## config.mk

```make
export PLATFORM = sky130hd
export DESIGN_NAME = charge_session_timer
export DESIGN_NICKNAME = d
export VERILOG_FILES = /design/src/rtl/charge_session_timer.sv
export SDC_FILE = /design/constraint.sdc
export NUM_CORES = 1
export LEC_CHECK = 0
export CAP_MARGIN = 20
export CORE_ASPECT_RATIO = 0.6
export CORE_MARGIN = 5
export CORE_UTILIZATION = 37
export CTS_BUF_LIST = sky130_fd_sc_hd__clkbuf_8
export DETAILED_ROUTE_END_ITERATION = 16
export GPL_TIMING_DRIVEN = 1
export PLACE_DENSITY_LB_ADDON = 0.2
export SYNTH_ARGS = -nofsm -noshare
export SYNTH_HDL_FRONTEND = slang
export SYNTH_SLANG_ARGS = --single-unit
```

## constraint.sdc

```tcl
create_clock -name clk -period 3 [get_ports clk]
set_input_delay 0.75 -clock clk [delete_from_list [all_inputs] [get_ports clk]]
set_output_delay 0.75 -clock clk [all_outputs]
set_load 0.005 [all_outputs]
```

## src/rtl/charge_session_timer.sv

```systemverilog
// rtl/charge_session_timer.sv - Prescaled countdown timer for a charge session
module charge_session_timer #(
    parameter int          TICK_DIV = 50000000,
    parameter logic [11:0] DUR_STD  = 12'd1800,
    parameter logic [11:0] DUR_FAST = 12'd900
) (
    input  logic        clk,
    input  logic        nReset,
    input  logic        CounterEnable,
    input  logic [3:0]  Mode,
    input  logic        Pause,
    input  logic        Abort,
    output logic [11:0] PresentTime,
    output logic        Charging,
    output logic        Done,
    output logic [1:0]  State
);

    localparam int PW = $clog2(TICK_DIV);
    localparam logic [PW-1:0] TICK_LAST = PW'(TICK_DIV - 1);
    localparam logic [3:0] MODE_STD  = 4'b0001;
    localparam logic [3:0] MODE_FAST = 4'b0101;

    typedef enum logic [1:0] {
        S_IDLE  = 2'b00,
        S_RUN   = 2'b01,
        S_PAUSE = 2'b10,
        S_DONE  = 2'b11
    } state_t;

    state_t        state, state_n;
    logic [11:0]   time_q, time_n;
    logic [PW-1:0] presc, presc_n;
    logic          armed, armed_n;
    logic          tick;
    logic          charge_mode;

    assign tick        = (presc == TICK_LAST);
    assign charge_mode = (Mode == MODE_STD) || (Mode == MODE_FAST);

    always_ff @(posedge clk) begin
        if (!nReset) begin
            state  <= S_IDLE;
            time_q <= '0;
            presc  <= '0;
            armed  <= 1'b1;
        end else begin
            state  <= state_n;
            time_q <= time_n;
            presc  <= presc_n;
            armed  <= armed_n;
        end
    end

    always_comb begin
        state_n = state;
        time_n  = time_q;
        presc_n = presc;
        armed_n = armed;
        case (state)
            S_IDLE: begin
                // Re-arm only once the controller leaves a charging mode, so a
                // held enable cannot chain sessions back to back.
                if (!charge_mode) armed_n = 1'b1;
                if (Abort) armed_n = 1'b0;
                if (CounterEnable && armed && !Abort && charge_mode) begin
                    time_n  = (Mode == MODE_STD) ? DUR_STD : DUR_FAST;
                    presc_n = '0;
                    state_n = S_RUN;
                end
            end
            S_RUN: begin
                if (Abort) begin
                    time_n  = '0;
                    armed_n = 1'b0;
                    state_n = S_IDLE;
                end else if (Pause) begin
                    state_n = S_PAUSE;
                end else if (tick) begin
                    presc_n = '0;
                    if (time_q > 12'd1) begin
                        time_n = time_q - 12'd1;
                    end else begin
                        time_n  = '0;
                        armed_n = 1'b0;
                        state_n = S_DONE;
                    end
                end else begin
                    presc_n = presc + 1'b1;
                end
            end
            S_PAUSE: begin
                if (Abort) begin
                    time_n  = '0;
                    armed_n = 1'b0;
                    state_n = S_IDLE;
                end else if (!Pause) begin
                    state_n = S_RUN;
                end
            end
            S_DONE: begin
                time_n  = '0;
                armed_n = 1'b0;
                state_n = S_IDLE;
            end
            default: state_n = S_IDLE;
        endcase
    end

    assign PresentTime = time_q;
    assign Charging    = (state == S_RUN) || (state == S_PAUSE);
    assign Done        = (state == S_DONE);
    assign State       = state;

endmodule

```

==> run summary <==
Status - finished clean
# clock sinks - 41
Max VDD drop - 398.6 µV
Site Rows - 22
Fin Clk Skew - 9.584 ps
Routed vias - 2525
Startpoint Class - input pin
Global-route wire length before repair - 11.43 mm
Largest net degree at the start of global routing - 26
Starting DRC count in detailed routing - 202
Antenna Cells - 0
Die height - 72.98 µm
GRT Util Overall - 0.1730
Number of global-route vias before repair - 2187
CP required - 3230 ps
Detailed-router iteration count before antenna repair - 5
Final worst-path cycle share - 0.9294
Maximum clock frequency - 0.3586 GHz
RSZ-0062 raised after global routing - false
Drt via density - 5.955
WS Path Type - input pin to flop
Post-Synthesis Cells - 300
Seq/Total Area, Yosys - 0.3355
Tmin final - 2788 ps
Synthesized area per cell - 8.154 µm²
CP arrival - 3010 ps
CTS tree - yes
Setup crit end kind - flop
Top_reg_cell synth - dfxtp_1
Slew @ Worst Pin - 476.2 ps
Routed len/inst - 16.98 µm
Clock latency at the later pin of the worst-skew pair - 300 ps
Hold/Removal Path Class - flop to flop
Critical Path Fanout Max - 7
Mapped cell area - 0.002446 mm²
Core ar. - 0.006276 mm²
Clock transition at path regs - 90 ps
Power density cells - 670.1 mW/mm²
Die width - 115.0 µm
Synth warnings - 0
Netlist cell types - 48
Hold Violations, Final - 0
Max transition margin - 0.6796
Initial antenna violation count - 0
Post-route ant nets - 0
Sequential cell area - 820.8 µm²
Ports - 25
Setup repair bufs after CTS - 0
Slew Viols, Final - 0
Total power after layout - 2.026 mW
Maxcap violations - 0
Clk buf depth - 2
Final nets - 356
Flops & latches, synth - 41
Setup violators final - 0
Post-CTS Resized - 0
Routed wire length - 7.201 mm
H-tree depth - 2
Final hold slack - 493.3 ps
Global route overflow - 0
Multi-input logic area - 0.001515 mm²
Initial core utilization - 0.3898
DRC Markers - 0
FILL cells - 613
Synthesized net count - 317
Async set or reset register ratio after synthesis - 0
Hold bufs inserted after CTS - 0
Hpwl dp - 5.587 mm
Final RePlAce weighted congestion - 0.8809
IO Port Bufs - 24
DIE AREA - 0.008391 mm²
Post-synth EDFFs - 0
Num CTS Buffers - 5
Root Driver - clkbuf_8
Layout cells sized above 1 - 0.1206
Area grow syn2layout - 23.58%
Leakage - 1.039 nW
-- worst paths after layout --
kind	cells past startpoint	slack (ps)	from	to
worst max-delay path	5	210	Abort	presc[22]
worst min-delay path	2	490	presc[25]	presc[25]
worst max register to register	7	450	State[1]	presc[22]
worst min register to register	2	490	presc[25]	presc[25]
-- synth_stat cells (3+ instances only) --
cell type  instances  area share
nand2_1           22       0.034
nand3_1           14       0.029
nand2b_1           4       0.010
and3_1             5       0.013
ha_1               8       0.041
or4_1              7       0.021
inv_1             11       0.017
nor3_1             6       0.012
buf_2              3      0.0061
nor4_1            16       0.041
or2_2              3      0.0077
o32ai_1            5       0.018
nand4_1           10       0.026
nor2_1            25       0.038
a21oi_1           19       0.039
nor4b_1            3       0.011
o21ai_0            9       0.018
xnor2_1           11       0.039
clkbuf_1          10       0.015
o31ai_1            8       0.025
dfxtp_1           41        0.34
o311ai_0           5       0.018
or3_1              8       0.020
and4_1             5       0.018
a211oi_1           9       0.028
xor2_1             5       0.018
-- cell usage in the layout, fill, tap and decap left out, drive strengths merged, types with 3 or more instances in the layout --
cell type	instances
o311ai	5
a21oi	19
nand2	22
nor2	25
nand2b	4
nand3	14
buf	23
o32ai	5
o21ai	10
ha	8
and4	5
or2	3
clkbuf	5
a211oi	9
nand4	10
and2	3
o31ai	8
xnor2	11
inv	11
nor3	7
or3	8
nor4	16
xor2	5
nor4b	3
or4	8
dfxtp	41
and3	5
clkdlybuf4s50	24
-- layout make-up --
cell class / count / share of cell area
Inverter: 11 / 0.01366
Clock inverter: 3 / 0.01531
Clock buffer: 5 / 0.02276
Multi-Input combinational cell: 233 / 0.5012
Timing Repair Buffer: 47 / 0.1407
Tap cell: 84 / 0.03477
Sequential cell: 41 / 0.2715
-- sequential cells by signal (all words and copies together), names as in the netlist --
signal,cells
State,2
presc,26
armed,1
PresentTime,12
-- cell families after synthesis --
| logic type | share of synthesized area |
|---|---|
| fa+ha+maj | 0.04092 |
| compound gates | 0.2026 |
| xor+xnor | 0.05729 |
| flops | 0.3356 |
| simple gates | 0.3187 |
| buf+inv | 0.04501 |
-- report_power, final --
part           switching, mW  internal (mW)
clock                  0.216          0.249
sequential            0.0523          0.584
combinational          0.530          0.394
total                  0.799           1.23
-- stage by stage --
stage	utilization	setup WS [ps]	instance area (µm²)	setup TNS (ps)	cells
final	0.4817	211.8	3023	0	424
after detailed placement	0.4633	-86.92	2908	-169.1	416
after global placement	0.4633	-23.97	2908	-46.63	416
after CTS	0.4817	230.5	3023	0	424
after floorplan	-	507.5	2446	0	300
after global routing	0.4817	131.2	3023	0	424
-- critical path: stages --
cell and delay [ps]:
clkdlybuf4s50_1 520, o41a_1 560, or4_1 660, or3_1 380
a21oi_1 150
-- per-layer routing --
layer,vias to the layer above,wire length [µm],global-route usage
li1,1220,-,-
met2,110,2489,0.2051
met1,1189,3904,0.2797
met5,-,0,0
met4,0,58,0.02474
met3,6,748,0.07208
No activity file was read; power rests on OpenSTA's default activity.
